### src/rtl/hid_kbd_pkg.sv
// HID keyboard constants, FSM state type and the ASCII-to-usage lookup
// shared by the ASCII keyer and its sub-blocks.
package hid_kbd_pkg;

  localparam logic [7:0] HID_A      = 8'h04;
  localparam logic [7:0] HID_1      = 8'h1E;
  localparam logic [7:0] HID_0      = 8'h27;
  localparam logic [7:0] HID_ENTER  = 8'h28;
  localparam logic [7:0] HID_TAB    = 8'h2B;
  localparam logic [7:0] HID_SPACE  = 8'h2C;
  localparam logic [7:0] HID_MINUS  = 8'h2D;
  localparam logic [7:0] HID_COMMA  = 8'h36;
  localparam logic [7:0] HID_DOT    = 8'h37;

  localparam logic [7:0] MOD_NONE   = 8'h00;
  localparam logic [7:0] MOD_LSHIFT = 8'h02;

  typedef enum logic [1:0] {IDLE, CONV, PULSE, GAP} kbd_state_e;

  typedef struct packed {
    logic       mapped;
    logic [7:0] modifier;
    logic [7:0] usage;
  } hid_key_t;

  // Letters and digits map by offset from their first usage; the rest are singles.
  function automatic hid_key_t ascii_to_hid(input logic [7:0] c);
    hid_key_t k;
    k.mapped   = 1'b1;
    k.modifier = MOD_NONE;
    k.usage    = 8'h00;
    if (c inside {[8'h61:8'h7A]}) begin
      k.usage = HID_A + (c - 8'h61);
    end else if (c inside {[8'h41:8'h5A]}) begin
      k.usage    = HID_A + (c - 8'h41);
      k.modifier = MOD_LSHIFT;
    end else if (c inside {[8'h31:8'h39]}) begin
      k.usage = HID_1 + (c - 8'h31);
    end else begin
      case (c)
        8'h30:        k.usage = HID_0;
        8'h0A, 8'h0D: k.usage = HID_ENTER;
        8'h09:        k.usage = HID_TAB;
        8'h20:        k.usage = HID_SPACE;
        8'h2D:        k.usage = HID_MINUS;
        8'h5F: begin
          k.usage    = HID_MINUS;
          k.modifier = MOD_LSHIFT;
        end
        8'h2C:        k.usage = HID_COMMA;
        8'h2E:        k.usage = HID_DOT;
        default:      k.mapped = 1'b0;
      endcase
    end
    return k;
  endfunction

endpackage

### src/rtl/hid_char_fifo.sv
// Synchronous byte FIFO, depth 2**AW, registered read data valid the cycle
// after a pop.
// Ports: clk, rstn (async active-low), wr_en/wr_data push, rd_en pop,
//        rd_data registered head byte, full_c/empty_c combinational flags.
module hid_char_fifo #(
  parameter int unsigned AW = 4
) (
  input  logic       clk,
  input  logic       rstn,
  input  logic       wr_en,
  input  logic [7:0] wr_data,
  input  logic       rd_en,
  output logic [7:0] rd_data,
  output logic       full_c,
  output logic       empty_c
);

  localparam int unsigned DEPTH = 1 << AW;

  logic [7:0]  mem [DEPTH];
  logic [AW:0] wr_ptr;
  logic [AW:0] rd_ptr;
  logic        do_wr;
  logic        do_rd;

  // Extra pointer bit distinguishes full from empty when the indices match.
  assign empty_c = (wr_ptr == rd_ptr);
  assign full_c  = (wr_ptr[AW] != rd_ptr[AW]) && (wr_ptr[AW-1:0] == rd_ptr[AW-1:0]);
  assign do_wr   = wr_en && !full_c;
  assign do_rd   = rd_en && !empty_c;

  // Pointers and read register
  always_ff @(posedge clk or negedge rstn) begin
    if (!rstn) begin
      wr_ptr  <= '0;
      rd_ptr  <= '0;
      rd_data <= 8'h00;
    end else begin
      if (do_wr) wr_ptr <= wr_ptr + (AW+1)'(1);
      if (do_rd) begin
        rd_ptr  <= rd_ptr + (AW+1)'(1);
        rd_data <= mem[rd_ptr[AW-1:0]];
      end
    end
  end

  // Storage array
  always_ff @(posedge clk) begin
    if (do_wr) mem[wr_ptr[AW-1:0]] <= wr_data;
  end

endmodule

### src/rtl/hid_ascii_keyer.sv
// Buffers ASCII bytes and types them into usb_hid_top as one paced
// key_request pulse per mappable character.
// Ports: rstn/clk; in_data/in_valid/in_ready byte stream (in_ready = !full);
//        key_value {modifier, usage} and key_request pulse to usb_hid_top;
//        busy (work queued or in flight); unmapped_cnt saturating drop count.
module hid_ascii_keyer
  import hid_kbd_pkg::*;
#(
  parameter int unsigned FIFO_AW    = 4,
  parameter int unsigned GAP_CYCLES = 600000
) (
  input  logic        rstn,
  input  logic        clk,
  input  logic [7:0]  in_data,
  input  logic        in_valid,
  output logic        in_ready,
  output logic [15:0] key_value,
  output logic        key_request,
  output logic        busy,
  output logic [7:0]  unmapped_cnt
);

  localparam int unsigned GW = 24;
  // IDLE->CONV->PULSE costs three cycles, so GAP holds for the remainder.
  localparam logic [GW-1:0] GAP_LOAD = GW'(GAP_CYCLES - 3);

  kbd_state_e    state;
  kbd_state_e    state_next;
  logic [GW-1:0] gap_cnt;
  logic [GW-1:0] gap_cnt_next;
  logic [15:0]   key_value_next;
  logic          key_request_next;
  logic [7:0]    unmapped_next;
  logic          pop;
  logic [7:0]    head_byte;
  logic          full_c;
  logic          empty_c;
  hid_key_t      conv_key;

  assign in_ready = !full_c;

  hid_char_fifo #(.AW(FIFO_AW)) u_fifo (
    .clk     (clk),
    .rstn    (rstn),
    .wr_en   (in_valid),
    .wr_data (in_data),
    .rd_en   (pop),
    .rd_data (head_byte),
    .full_c  (full_c),
    .empty_c (empty_c)
  );

  // State and output registers
  always_ff @(posedge clk or negedge rstn) begin
    if (!rstn) begin
      state        <= IDLE;
      gap_cnt      <= '0;
      key_value    <= 16'h0000;
      key_request  <= 1'b0;
      unmapped_cnt <= 8'h00;
      busy         <= 1'b0;
    end else begin
      state        <= state_next;
      gap_cnt      <= gap_cnt_next;
      key_value    <= key_value_next;
      key_request  <= key_request_next;
      unmapped_cnt <= unmapped_next;
      busy         <= !empty_c || (state != IDLE);
    end
  end

  // Next-state and next-output logic
  always_comb begin
    state_next       = state;
    gap_cnt_next     = gap_cnt;
    key_value_next   = key_value;
    key_request_next = 1'b0;
    unmapped_next    = unmapped_cnt;
    pop              = 1'b0;
    conv_key         = ascii_to_hid(head_byte);
    case (state)
      IDLE: begin
        if (!empty_c && (gap_cnt == '0)) begin
          pop        = 1'b1;
          state_next = CONV;
        end
      end
      CONV: begin
        if (conv_key.mapped) begin
          key_value_next   = {conv_key.modifier, conv_key.usage};
          key_request_next = 1'b1;
          state_next       = PULSE;
        end else begin
          if (unmapped_cnt != 8'hFF) unmapped_next = unmapped_cnt + 8'd1;
          state_next = IDLE;
        end
      end
      PULSE: begin
        gap_cnt_next = GAP_LOAD;
        state_next   = GAP;
      end
      GAP: begin
        if (gap_cnt <= GW'(1)) begin
          gap_cnt_next = '0;
          state_next   = IDLE;
        end else begin
          gap_cnt_next = gap_cnt - GW'(1);
        end
      end
      default: state_next = IDLE;
    endcase
  end

endmodule

### config.mk
export PLATFORM = sky130hd
export DESIGN_NAME = hid_ascii_keyer
export DESIGN_NICKNAME = d
export VERILOG_FILES = /design/src/rtl/hid_kbd_pkg.sv /design/src/rtl/hid_char_fifo.sv /design/src/rtl/hid_ascii_keyer.sv
export SDC_FILE = /design/constraint.sdc
export NUM_CORES = 1
export LEC_CHECK = 0
export BUFFER_PORTS_ARGS = -buffer_cell sky130_fd_sc_hd__buf_2
export CORE_UTILIZATION = 55
export DETAILED_ROUTE_END_ITERATION = 8
export PLACE_DENSITY = 0.75
export SETUP_SLACK_MARGIN = 0.15
export SYNTH_ARGS = -nofsm -noshare
export SYNTH_HDL_FRONTEND = slang
export SYNTH_SLANG_ARGS = --single-unit
### constraint.sdc
create_clock -name clk -period 5 [get_ports clk]
set_clock_uncertainty 0.2 [all_clocks]
set_input_delay 0.25 -clock clk [delete_from_list [all_inputs] [get_ports clk]]
set_output_delay 0.25 -clock clk [all_outputs]
set_load 0.01 [all_outputs]
==> out/results.ini <==
[status]
status=finished clean

[clock_network]
cts.sinks=191
cts.reportedPaths.clkPinSlew_ns=0.07
cts_resized=0
cts-root-buf=clkbuf_16
cts_hold_buf=9
ctsHtreeMaxLevel=4
postCtsSetupBuffers=0
clkLatencyLatePin_ns=0.43
cts_made_buffers=17
clk_path_buf_depth=2
cts_tree=yes

[min_path]
min-delay-start=in_valid
hold_depth=3
hp-class=input port to flop
holdPathEnd=u_fifo.wr_ptr[0]

[worst_setup_path]
r2r-start=gap_cnt[1]
startpoint_type=flop
arrival_ns=3.55
end_kind=flop
criticalPathCategory=flop to flop
crit_required_ns=5.12
rr_worst_depth=7
critical_path.max_fanout=15
rrSetupSlack_ns=1.56
rr_endpoint=u_fifo.rd_ptr[1]

[job]
max_cap_viol_count=0

[final_layout]
diodes=0
layout.nets=633
final_common_cell=edfxtp_1
drive_above_1_share_pct=21.22
nFillCells=1084
seqCellArea_sq_um=5421
final_cell_mix=128 x edfxtp_1, 62 x dfrtp_1, 40 x mux4_2
multi_input_area_sq_um=2898
areaGrowthSynthToFinish_pct=10.59
final_cells=810

[global_routing]
busiest_layer=met2
use_met1_pct=27.24
grt_start_max_net_pins=64
grt_pass1_vias=4951
grt.overflow.total=0
met3_usage_pct=4.935
grt.total_usage_pct=21.63
antenna_found_initial=0
grt_pass1_wl_mm=26.16
use_met2_pct=37.80

[routing]
wl_mm=15.93
drtIter0Drc=434
dr.pass1.iters=5
ant_nets=0
drt-vias-per-instance=6.137
drc=0
wl_per_cell_um=19.66
via_count=4971

[timing]
max_freq_ghz=0.2908
rsz0062_at_grt=no
tns_ns=0
relSlewSlack_pct=27.30
min_period_ns=3.438
hold_viol=0
maxSlewViolCount=0
setup_viol=0
fin_crit_sh_pct=68.77
tightestPinTransition_ns=1.090

[pwr]
p_clk_share_pct=31.9
power_mw=4.023
p_leak_nw=3.411
p_per_area_nw_per_um2=425.4
p_int_mw=2.873
pwr-share-comb_pct=16.1
p_seq_share_pct=52.0
p_sw_share_pct=28.58
power_switching_mw=1.150
ir_drop_v=0.0003085

[synth]
async_flop_share_pct=32.98
synthCells=577
ys.flop_type=edfxtp_1
yosysUniqueCellTypes=65
yosys_warnings=0
synth_edf_count=128
synth_area_sq_um=8551
avgSynthCellArea_sq_um=14.82
ys_seq_area_share_pct=63.39
ys_ff_latch=191

[floorplan]
start_util_pct=56.25
die_area_sq_um=16050
rows=45
dieHeight_um=126.7
core-area_sq_um=15200
chipWidth_um=126.7
ioPinCount=38

[placement]
hpwl_mm=10.32
place_congestion=0.9001
port_buffers=30
dp_cells=770

-- cell usage after synthesis, drive strengths merged, types with 5 or more instances --
cell type	count	share of area [%]
xor2	10	1.0
clkbuf	24	1.1
dfrtp	63	18
or3	7	0.57
nand4	9	0.80
nand2b	8	0.59
inv	10	0.44
a21oi	12	0.70
a31oi	10	0.73
mux4	40	11
nand2	29	1.3
nand3	5	0.29
nor3	17	1.1
or4	7	0.70
ha	12	1.8
nor2	32	1.4
nor2b	5	0.37
mux2	10	1.3
edfxtp	128	45
a22o	13	1.3
nor4	12	1.1
buf	16	1.4
xnor2	16	1.6
o21ai	37	2.2
-- flip-flops by register name, summed over array words and instances (netlist names), named ones only --
name / cells
busy: 1
u_fifo.rd_data: 8
u_fifo.mem: 128
u_fifo.rd_ptr: 5
key_value: 9
gap_cnt: 24
u_fifo.wr_ptr: 5
unmapped_cnt: 8
key_request: 1
state: 1
-- worst max path at each step --
stage / startpoint / endpoint / cells after the start
CTS: gap_cnt[1] / u_fifo.rd_data[4] / 7
detailed placement: gap_cnt[1] / u_fifo.rd_data[5] / 7
global placement: gap_cnt[0] / u_fifo.rd_data[6] / 7
floorplan: gap_cnt[0] / u_fifo.rd_data[6] / 9
finish: gap_cnt[1] / u_fifo.rd_ptr[1] / 7
global route: gap_cnt[1] / u_fifo.rd_data[5] / 7
-- layout make-up --
| class | instances | share of cell area [%] |
|---|---|---|
| Clock buffer | 17 | 4.499 |
| Inverter | 11 | 0.4366 |
| Sequential cell | 191 | 57.33 |
| Timing Repair Buffer | 48 | 3.255 |
| Tap cell | 188 | 2.487 |
| Clock inverter | 14 | 1.350 |
| Multi-Input combinational cell | 341 | 30.64 |
-- cells by family after synthesis --
| group | count (synthesis) | share of synthesized area (%) |
|---|---|---|
| DFF | 191 | 63.39 |
| and+or+nand+nor | 147 | 9.614 |
| buffers and inverters | 51 | 2.985 |
| muxes | 50 | 11.85 |
| AOI/OAI and AO/OA | 99 | 7.697 |
| adders and majority gates | 12 | 1.756 |
| other | 1 | 0.04386 |
| xor gates and xnor gates | 26 | 2.663 |
-- power groups by stage --
stage	clock network, mW	logic (mW)	registers (mW)
final	1.28	0.649	2.09
after global routing	1.36	0.720	2.12
after CTS	1.30	0.652	2.09
after detailed placement	0	0.643	2.12
after global placement	0	0.618	2.10
after floorplan	0	0.496	2.04
-- critical path, stage by stage (launching register included) --
cell and delay [ns]:
dfrtp_1 0.40, inv_1 0.11, ha_1 0.22, or3b_1 0.39
or3_1 0.42, or3_1 0.48, nor4_4 0.69, mux2_2 0.42
-- metal layers --
layer  wire length, um  vias up  share of wire [%]
met4               174        0                1.1
met2              8354      128                 52
met5                 0        -                  0
li1                  -     2291                  -
met3               661       15                4.2
met1              6737     2537                 42
-- per-stage QoR --
step	hold WS [ns]	setup slack (ns)	utilization, %	cell area [sq um]
after detailed placement	0.2806	1.592	57.98	8813
after global routing	0.1632	1.356	62.21	9457
after floorplan	-0.2456	2.018	-	8573
after CTS	0.1301	1.575	62.21	9457
after global placement	0.2614	1.665	57.98	8813
final	0.1420	1.562	62.21	9457
(Power assumes the default switching activity.)
